File: config.mk
export PLATFORM = sky130hd
export DESIGN_NAME = spi_slave_if_flat
export DESIGN_NICKNAME = d
export VERILOG_FILES = /design/src/rtl/spi_slave_if_if.sv /design/src/rtl/spi_slave_if.sv /design/src/flat_wrapper.sv
export SDC_FILE = /design/constraint.sdc
export NUM_CORES = 1
export LEC_CHECK = 0
export ABC_AREA = 1
export BUFFER_PORTS_ARGS = -buffer_cell sky130_fd_sc_hd__buf_2
export CAP_MARGIN = 10
export CORE_MARGIN = 5
export CORE_UTILIZATION = 60
export DETAILED_ROUTE_END_ITERATION = 16
export GPL_TIMING_DRIVEN = 0
export PLACE_DENSITY_LB_ADDON = 0.2
export SETUP_SLACK_MARGIN = 0.4
export SYNTH_ARGS = -nofsm -noshare
export SYNTH_HDL_FRONTEND = slang
export SYNTH_SLANG_ARGS = --single-unit
File: constraint.sdc
create_clock -name sys_clk -period 2.7 [get_ports sys_clk]
set_input_delay 0 -clock sys_clk [delete_from_list [all_inputs] [get_ports sys_clk]]
set_output_delay 0 -clock sys_clk [all_outputs]
set_load 0.02 [all_outputs]
File: src/rtl/spi_slave_if_if.sv
// Bus bundle between the SPI slave front end and its surroundings: SPI pins on one side,
// the core byte handshake on the other.
interface spi_slave_if_if #(
    parameter int DATA_W = 8
);
    logic              sclk;
    logic              cs_n;
    logic              mosi;
    logic              miso;
    logic              miso_oe;
    logic [DATA_W-1:0] rx_data;
    logic              data_rdy;
    logic [DATA_W-1:0] tx_data;
    logic              tx_latch;
    logic              frame_active;

    modport slave (
        input  sclk, cs_n, mosi, tx_data, tx_latch,
        output miso, miso_oe, rx_data, data_rdy, frame_active
    );

    modport master (
        output sclk, cs_n, mosi, tx_data, tx_latch,
        input  miso, miso_oe, rx_data, data_rdy, frame_active
    );
endinterface

File: src/rtl/spi_slave_if.sv
// SPI mode-0 slave, fully oversampled on sys_clk: MOSI bytes out to the core with a data_rdy
// pulse, the core's held byte shifted out on MISO.
//   state  | meaning
//   IDLE   | cs_n high (or not yet armed after reset); sclk edges ignored, MISO released
//   ACTIVE | frame in progress; shift on synchronised sclk edges, MISO driven
module spi_slave_if #(
    parameter int SYNC_STAGES = 2,
    parameter int DATA_W      = 8
) (
    input  logic            sys_clk,
    input  logic            rst,
    spi_slave_if_if.slave   bus
);
    localparam int CNT_W = (DATA_W > 1) ? $clog2(DATA_W) : 1;
    localparam logic [CNT_W-1:0] LAST_BIT = CNT_W'(DATA_W - 1);

    typedef enum logic {IDLE, ACTIVE} state_t;

    logic [SYNC_STAGES-1:0] sclk_sync_q, cs_sync_q, mosi_sync_q, fill_q;
    logic                   sclk_dly_q, cs_dly_q, armed_q;
    logic                   sclk_s, cs_s, mosi_s;
    logic                   sclk_rise, sclk_fall, cs_fall, cs_rise;

    state_t            state_q, state_d;
    logic [CNT_W-1:0]  bit_cnt_q, bit_cnt_d;
    logic [DATA_W-2:0] rx_shift_q, rx_shift_d;
    logic [DATA_W-2:0] tx_shift_q, tx_shift_d;
    logic [DATA_W-1:0] tx_hold_q, tx_hold_d;
    logic [DATA_W-1:0] rx_data_q, rx_data_d;
    logic              data_rdy_q, data_rdy_d;
    logic              miso_q, miso_d;
    logic              load_pending_q, load_pending_d;

    assign sclk_s    = sclk_sync_q[SYNC_STAGES-1];
    assign cs_s      = cs_sync_q[SYNC_STAGES-1];
    assign mosi_s    = mosi_sync_q[SYNC_STAGES-1];
    assign sclk_rise = sclk_s & ~sclk_dly_q;
    assign sclk_fall = ~sclk_s & sclk_dly_q;
    assign cs_fall   = ~cs_s & cs_dly_q;
    assign cs_rise   = cs_s & ~cs_dly_q;

    // armed_q blocks the false cs_fall seen when reset releases with cs_n already low:
    // a frame may only start after a genuine high sample of cs_n has passed the synchroniser.
    always_ff @(posedge sys_clk or negedge rst) begin
        if (!rst) begin
            sclk_sync_q <= '0;
            mosi_sync_q <= '0;
            cs_sync_q   <= '1;
            fill_q      <= '0;
            sclk_dly_q  <= 1'b0;
            cs_dly_q    <= 1'b1;
            armed_q     <= 1'b0;
        end else begin
            sclk_sync_q <= {sclk_sync_q[SYNC_STAGES-2:0], bus.sclk};
            mosi_sync_q <= {mosi_sync_q[SYNC_STAGES-2:0], bus.mosi};
            cs_sync_q   <= {cs_sync_q[SYNC_STAGES-2:0], bus.cs_n};
            fill_q      <= {fill_q[SYNC_STAGES-2:0], 1'b1};
            sclk_dly_q  <= sclk_s;
            cs_dly_q    <= cs_s;
            armed_q     <= armed_q | (fill_q[SYNC_STAGES-1] & cs_s);
        end
    end

    always_ff @(posedge sys_clk or negedge rst) begin
        if (!rst) begin
            state_q        <= IDLE;
            bit_cnt_q      <= '0;
            rx_shift_q     <= '0;
            tx_shift_q     <= '0;
            tx_hold_q      <= '0;
            rx_data_q      <= '0;
            data_rdy_q     <= 1'b0;
            miso_q         <= 1'b0;
            load_pending_q <= 1'b0;
        end else begin
            state_q        <= state_d;
            bit_cnt_q      <= bit_cnt_d;
            rx_shift_q     <= rx_shift_d;
            tx_shift_q     <= tx_shift_d;
            tx_hold_q      <= tx_hold_d;
            rx_data_q      <= rx_data_d;
            data_rdy_q     <= data_rdy_d;
            miso_q         <= miso_d;
            load_pending_q <= load_pending_d;
        end
    end

    // miso_q is the transmit MSB; tx_shift_q holds the remaining bits still to go out.
    always_comb begin
        state_d        = state_q;
        bit_cnt_d      = bit_cnt_q;
        rx_shift_d     = rx_shift_q;
        tx_shift_d     = tx_shift_q;
        tx_hold_d      = bus.tx_latch ? bus.tx_data : tx_hold_q;
        rx_data_d      = rx_data_q;
        data_rdy_d     = 1'b0;
        miso_d         = miso_q;
        load_pending_d = load_pending_q;
        case (state_q)
            IDLE: begin
                if (cs_fall && armed_q) begin
                    state_d        = ACTIVE;
                    bit_cnt_d      = '0;
                    miso_d         = tx_hold_q[DATA_W-1];
                    tx_shift_d     = tx_hold_q[DATA_W-2:0];
                    load_pending_d = 1'b0;
                end
            end
            ACTIVE: begin
                if (cs_rise) begin
                    state_d   = IDLE;
                    bit_cnt_d = '0;
                    miso_d    = 1'b0;
                end else if (sclk_rise) begin
                    rx_shift_d = {rx_shift_q[DATA_W-3:0], mosi_s};
                    if (bit_cnt_q == LAST_BIT) begin
                        bit_cnt_d      = '0;
                        rx_data_d      = {rx_shift_q, mosi_s};
                        data_rdy_d     = 1'b1;
                        load_pending_d = 1'b1;
                    end else begin
                        bit_cnt_d = bit_cnt_q + 1'b1;
                    end
                end else if (sclk_fall) begin
                    if (load_pending_q) begin
                        miso_d         = tx_hold_q[DATA_W-1];
                        tx_shift_d     = tx_hold_q[DATA_W-2:0];
                        load_pending_d = 1'b0;
                    end else begin
                        miso_d     = tx_shift_q[DATA_W-2];
                        tx_shift_d = {tx_shift_q[DATA_W-3:0], 1'b0};
                    end
                end
            end
            default: state_d = IDLE;
        endcase
    end

    assign bus.miso         = miso_q;
    assign bus.miso_oe      = (state_q == ACTIVE);
    assign bus.frame_active = (state_q == ACTIVE);
    assign bus.rx_data      = rx_data_q;
    assign bus.data_rdy     = data_rdy_q;
endmodule

File: src/flat_wrapper.sv
// flat-port wrapper written by rule: the top's interface ports become plain ports
module spi_slave_if_flat 
#(
    parameter int SYNC_STAGES = 2,
    parameter int DATA_W      = 8
)
  (sys_clk, rst, bus_sclk, bus_cs_n, bus_mosi, bus_tx_data, bus_tx_latch, bus_miso, bus_miso_oe, bus_rx_data, bus_data_rdy, bus_frame_active);
  spi_slave_if_if #(.DATA_W(DATA_W)) bus_i ();
  input  logic sys_clk;
  input  logic rst;
  input wire logic [$bits(bus_i.sclk)-1:0] bus_sclk;
  input wire logic [$bits(bus_i.cs_n)-1:0] bus_cs_n;
  input wire logic [$bits(bus_i.mosi)-1:0] bus_mosi;
  input wire logic [$bits(bus_i.tx_data)-1:0] bus_tx_data;
  input wire logic [$bits(bus_i.tx_latch)-1:0] bus_tx_latch;
  output wire logic [$bits(bus_i.miso)-1:0] bus_miso;
  output wire logic [$bits(bus_i.miso_oe)-1:0] bus_miso_oe;
  output wire logic [$bits(bus_i.rx_data)-1:0] bus_rx_data;
  output wire logic [$bits(bus_i.data_rdy)-1:0] bus_data_rdy;
  output wire logic [$bits(bus_i.frame_active)-1:0] bus_frame_active;
  assign bus_i.sclk = bus_sclk;
  assign bus_i.cs_n = bus_cs_n;
  assign bus_i.mosi = bus_mosi;
  assign bus_i.tx_data = bus_tx_data;
  assign bus_i.tx_latch = bus_tx_latch;
  assign bus_miso = bus_i.miso;
  assign bus_miso_oe = bus_i.miso_oe;
  assign bus_rx_data = bus_i.rx_data;
  assign bus_data_rdy = bus_i.data_rdy;
  assign bus_frame_active = bus_i.frame_active;
  spi_slave_if #(.SYNC_STAGES(SYNC_STAGES), .DATA_W(DATA_W)) u_core (.sys_clk(sys_clk), .rst(rst), .bus(bus_i));
endmodule
==> impl_metrics.ini, run 1 <==
[critical_path]
crit_required_ps = 2980
rrSetupSlack_ps = 1270
cp-start-kind = input pin
cp_max_fo = 1
cp-end-kind = register
cp_data_arrival_time_ps = 1900
crit_type = input pin to register

[clocking]
cts_resized = 0
clk_pin_slew_ps = 140
clock_sinks = 48
cts.path.max_buffers = 2
tritoncts = done
clock-root-buffer = clkbuf_4
clkLatencyLatePin_ps = 380
numCtsBuffers = 5
cts.htree.levels = 2

[outcome]
outcome = finished clean

[logic_synthesis]
yosysUniqueCellTypes = 24
yosys.area.top_type_share_pct = 56.5
synth-edff-count = 0
synth_most_common_cell = nand2_1
yosysSeqAreaShare_pct = 60.5
synth.largest_area_cell = dfrtp_1
synth_ff_type = dfrtp_1
synthTopCellsByCount = nand2_1, dfrtp_1, nand3_1, inv_1, mux2_2
synthesis.area_um2 = 1990
avgSynthCellArea_um2 = 9.76
postSynthCellCount = 204
ys_warn_count = 0
syn_nets = 223
synthArstFlopShare_pct = 100
synthTopCellsByArea = dfrtp_1, nand2_1, dfstp_2
synth-seq-cells = 48

[run]
drv_cap = 0

[detailed_routing]
wl_per_cell_um = 11.8
post-route-drc-count = 0
drt_iter0_markers = 148
first_pass_iters = 4
viasPerCell = 4.77
drtAntennaViolNets = 0
wl_mm = 3.48
routed-via-count = 1413

[floorplan]
die_area_um2 = 4570
design.core.area_um2 = 3280
num_rows = 21
start_util_pct = 60.6
io_pins = 26
die_y_um = 67.6
die_w_um = 67.6

[layout]
fin_util_pct = 72.3
n_fill_cell = 253
drive_gt1_share_pct = 23.6
fin_nets = 268
antennaDiodeCount = 0
areaGrowthSynthToFinish_pct = 19.2

[sta]
final_max_slew_viol_count = 0
max_slew_margin_pct = 33.2
fin_crit_sh_pct = 60.2
setup_violations = 0
worst_pin_slew_ps = 1000
min_period_ps = 1630
max_clock_freq_ghz = 0.615
rsz0062_at_grt = no
fin_tns_setup_ps = 0
fin_skew_ps = 15.1
setup_ws_ps = 1070
timing_hold_violations_final = 0

[power_and_ir_drop]
vdd_drop_max_v = 0.000423
clockPowerShare_pct = 23.8
power.total_uw = 1510
power.share.switching_pct = 29.8
p_sw_uw = 450
leakage_uw = 0.00133
intPower_uw = 1060
combPwrFrac_pct = 17.9
power.density_nw_per_um2 = 636
power_frac_seq_pct = 58.3

[global_routing]
antenna_found_initial = 0
grt_pass1_vias = 1362
track_usage_pct = 18.2
grt_pass1_wl_mm = 6.06
grt_max_degree = 49
grt_remaining_overflow = 0

[place]
hpwl_mm = 2.35
gp_congestion = 0.829
dpl_worst_slack_ps = 1290
port-buffer-count = 24

[worst_hold_path]
hp-class = input pin to register
## final timing paths
| path | from | end | depth (start not counted) |
|---|---|---|---|
| setup / recovery | bus_tx_data[0] | u_core.tx_hold_q[0]$_DFFE_PN0P_ | 6 |
| max in group asynchronous | rst | u_core.tx_shift_q[6]$_DFFE_PN0P_ | 2 |
| hold reg to reg | u_core.sclk_sync_q[0]$_DFF_PN0_ | u_core.sclk_sync_q[1]$_DFF_PN0_ | 0 |
| min in group asynchronous | rst | u_core.tx_hold_q[7]$_DFFE_PN0P_ | 2 |
| hold / removal | bus_tx_latch | u_core.tx_hold_q[1]$_DFFE_PN0P_ | 2 |
| setup reg to reg | u_core.sclk_sync_q[1]$_DFF_PN0_ | u_core.tx_shift_q[6]$_DFFE_PN0P_ | 7 |
## cell type report
type / count / area, um^2 / area share, %
flip-flops and latches: 48 / 1200 / 50.7
multi-input cells: 138 / 703 / 29.6
repair buffers: 38 / 260 / 11.0
well taps: 46 / 57.6 / 2.42
inverters: 14 / 52.6 / 2.21
clock buffers: 6 / 51.3 / 2.16
plain buffers: 4 / 31.3 / 1.32
clock inverters: 2 / 13.8 / 0.580
## stage by stage
stage / instances / cell area, um^2 / hold WS [ps]
global route: 296 / 2370 / 15.5
finish: 296 / 2370 / 15.1
global placement: 274 / 2170 / 105
CTS: 296 / 2370 / 9.52
detailed placement: 274 / 2170 / 107
floorplan: 204 / 1990 / -296
## worst max-delay path, stage by stage
cell and delay (ps):
dlygate4sd3_1 550, buf_2 120, nand2_1 50, dlygate4sd3_1 530
o21ai_0 80, dlygate4sd3_1 570
## kinds of logic after synthesis
| family | synth area share, % |
|---|---|
| DFF | 60.5 |
| muxes | 3.96 |
| AOI/OAI and AO/OA | 2.45 |
| and+or+nand+nor | 25.6 |
| adders and majority gates | 3.14 |
| other | 0.188 |
| buffers and inverters | 4.21 |
## layer usage
| layer | GRT usage (%) | share of wire (%) |
|---|---|---|
| met5 | 0 | 0 |
| met4 | 8.35 | 2.5 |
| met1 | 22.8 | 44 |
| met3 | 6.16 | 4.1 |
| met2 | 28.4 | 49 |
## power groups by stage
stage / combinational (uW) / sequential [uW] / clock [uW]
finish: 270 / 880 / 360
global route: 313 / 895 / 399
CTS: 274 / 881 / 372
detailed placement: 257 / 895 / 0
global placement: 250 / 891 / 0
floorplan: 182 / 890 / 0
## layout by cell type (no fill, tap or decap), types with 2 or more instances in the layout
cell type / count
inv_2: 3
dfstp_2: 3
dfrtp_1: 45
mux2_2: 7
buf_2: 25
nand2_2: 5
o21ai_0: 2
clkbuf_4: 5
o21ai_1: 2
nand2_1: 92
ha_1: 5
inv_1: 11
nor2_1: 2
buf_4: 2
nand2_4: 2
dlygate4sd3_1: 14
nand3_1: 13
## registers in the layout, summed over array words and instances (netlist names), 2 cells and up
register	count
u_core.cs_sync_q	2
u_core.rx_shift_q	7
u_core.sclk_sync_q	2
u_core.tx_hold_q	8
u_core.tx_shift_q	7
u_core.fill_q	2
u_core.mosi_sync_q	2
u_core.bit_cnt_q	3
u_core.bus.rx_data	8
## what timing repair did
action / CTS / global route
buffers inserted: 0 / 0
hold buffers: 14 / 0
endpoints found under the hold margin: 56 / 0
Power figures use the tool's default switching activity.
==> run 2: changes to the inputs <==
- ABC_AREA: 1 -> 0
- CORE_UTILIZATION: 60 -> 56
- clock period: 2.7 -> 1.6 ns (I/O delays scaled with it)
==> impl_metrics.ini, run 2 <==
[global_routing]
grt_pass1_vias = 1366
grt_remaining_overflow = 0
grt_pass1_wl_mm = 6.30
track_usage_pct = 16.3
grt_max_degree = 49
antenna_found_initial = 0

[sta]
worst_pin_slew_ps = 644
max_slew_margin_pct = 57.1
max_clock_freq_ghz = 0.691
timing_hold_violations_final = 0
min_period_ps = 1450
rsz0062_at_grt = yes
setup_violations = 0
final_max_slew_viol_count = 0
fin_tns_setup_ps = 0
fin_crit_sh_pct = 90.4
fin_skew_ps = 20.5

[detailed_routing]
routed-via-count = 1281
wl_mm = 3.66
drt_iter0_markers = 59
first_pass_iters = 4
viasPerCell = 5.06
post-route-drc-count = 0
drtAntennaViolNets = 0
wl_per_cell_um = 14.5

[critical_path]
cp_data_arrival_time_ps = 1700
cp-start-kind = register
crit_chain = nand2b_4 -> and3_4 -> buf_8 -> nand2_8 -> mux2_4
cp-end-kind = register
cp_max_fo = 5
slowest_stage = dfstp_2
crit_required_ps = 1860
max_stage_delay_ps = 550
crit_type = register to register
rr_startpoint = u_core.cs_dly_q$_DFF_PN1_
crit_start = u_core.cs_dly_q$_DFF_PN1_

[power_and_ir_drop]
p_sw_uw = 759
power.share.switching_pct = 28.6
power.density_nw_per_um2 = 1050
intPower_uw = 1890
combPwrFrac_pct = 20.0
power.total_uw = 2650
leakage_uw = 0.00128
power_frac_seq_pct = 58.1
vdd_drop_max_v = 0.000854
clockPowerShare_pct = 21.9

[logic_synthesis]
synth_most_common_cell = dfrtp_1
synthesis.area_um2 = 1980
syn_nets = 172
synth_ff_type = dfrtp_1
postSynthCellCount = 153
synthTopCellsByCount = dfrtp_1, nand2_1, o21ai_0, mux2_2, mux2_4
yosys.area.top_type_share_pct = 57.0
synthArstFlopShare_pct = 100
yosysSeqAreaShare_pct = 61.0
synth-edff-count = 0
ys_warn_count = 0
synth.largest_area_cell = dfrtp_1
synthTopCellsByArea = dfrtp_1, nand2_1, mux2_4
avgSynthCellArea_um2 = 12.9
synth-seq-cells = 48
yosysUniqueCellTypes = 28

[place]
port-buffer-count = 24
gp_congestion = 0.852
hpwl_mm = 2.29

[worst_hold_path]
min_from = bus_tx_latch
hp-class = input pin to register

[floorplan]
io_pins = 26
design.core.area_um2 = 3360
die_area_um2 = 4820
num_rows = 21
die_w_um = 69.4
start_util_pct = 58.7
die_y_um = 69.4

[clocking]
cts.path.max_buffers = 2
clock-root-buffer = clkbuf_4
cts.htree.levels = 2
clock_sinks = 48
clkLatencyLatePin_ps = 370
tritoncts = done
numCtsBuffers = 5
clk_pin_slew_ps = 130

[layout]
final_cell_mix = dfrtp_1, nand2_1, buf_2
layout_commonest_cell = dfrtp_1
n_fill_cell = 235
drive_gt1_share_pct = 42.0
antennaDiodeCount = 0
fin_nets = 225
areaGrowthSynthToFinish_pct = 27.2

[run]
drv_cap = 0

[outcome]
outcome = finished clean
run 2: path summary, 6_finish.rpt:
| path | cells after the start | end | slack (ps) |
|---|---|---|---|
| worst max-delay path | 5 | u_core.bus.rx_data[4]$_DFFE_PN0P_ | 150 |
| worst min-delay path | 3 | u_core.tx_hold_q[7]$_DFFE_PN0P_ | 130 |
| worst max register to register | 5 | u_core.bus.rx_data[4]$_DFFE_PN0P_ | 150 |
| worst min register to register | 0 | u_core.fill_q[1]$_DFF_PN0_ | 360 |
| max in group asynchronous | 2 | u_core.bus.frame_active$_DFF_PN0_ | 940 |
| min in group asynchronous | 2 | u_core.bus.rx_data[5]$_DFFE_PN0P_ | 210 |
run 2: final cells by class:
| type | count | area (um^2) | share of cell area (%) |
|---|---|---|---|
| sequential | 48 | 1210 | 48.0 |
| timing repair buffer | 45 | 322 | 12.8 |
| tap | 46 | 57.6 | 2.29 |
| buffer | 5 | 45.0 | 1.79 |
| multi-input combinational | 94 | 795 | 31.6 |
| inverter | 7 | 26.3 | 1.05 |
| clock inverter | 2 | 10.0 | 0.398 |
| clock buffer | 6 | 51.3 | 2.04 |
run 2: logic make-up (layout without fill, tap and decap cells):
logic type      after synthesis  count (layout)  share of synthesized area [%]
mux                          24              24                           14.8
buf+inv                      12              65                           3.42
simple gates                 43              44                           10.3
other cells                   1               1                          0.190
flops                        48              48                           61.0
compound gates               20              20                           7.22
fa+ha+maj                     5               5                           3.17
run 2: what timing repair did:
item / 4_1_cts / 5_1_grt
gates resized for setup: 16 / 7
hold endpoints to repair: 56 / 0
setup endpoints to repair: 28 / 29
gates cloned: 2 / 0
pin swaps: 4 / 1
hold buffers: 12 / 0
buffers inserted: 7 / 1
run 2: power groups by stage:
stage               Clock [uW]  Combinational [uW]  Sequential, uW
floorplan                    0                 302            1530
finish                     581                 529            1540
global placement             0                 400            1540
global route               652                 591            1560
detailed placement           0                 428            1550
CTS                        596                 513            1530
run 2: routing by layer:
layer	track usage (%)	vias to the layer above	share of wire, %
li1	-	617	-
met1	19.5	627	42
met2	27.9	32	52
met3	5.94	5	5.4
met4	3.90	0	0.98
met5	0	-	0
run 2: worst max-delay path, delay by kind of cell (launching register included):
| family | cells | cell delay [ps] |
|---|---|---|
| muxes | 1 | 300 |
| buffers and inverters | 1 | 120 |
| and+or+nand+nor | 3 | 380 |
| DFF | 1 | 550 |
run 2: metrics by stage:
step	cell area, um^2	hold WS, ps	setup slack [ps]	util, %	instances
floorplan	2000	-296	110	-	153
global placement	2170	106	59.5	64.6	223
detailed placement	2170	109	20.0	64.6	223
CTS	2480	102	144	73.7	252
global route	2510	129	78.0	74.7	253
finish	2510	125	154	74.7	253
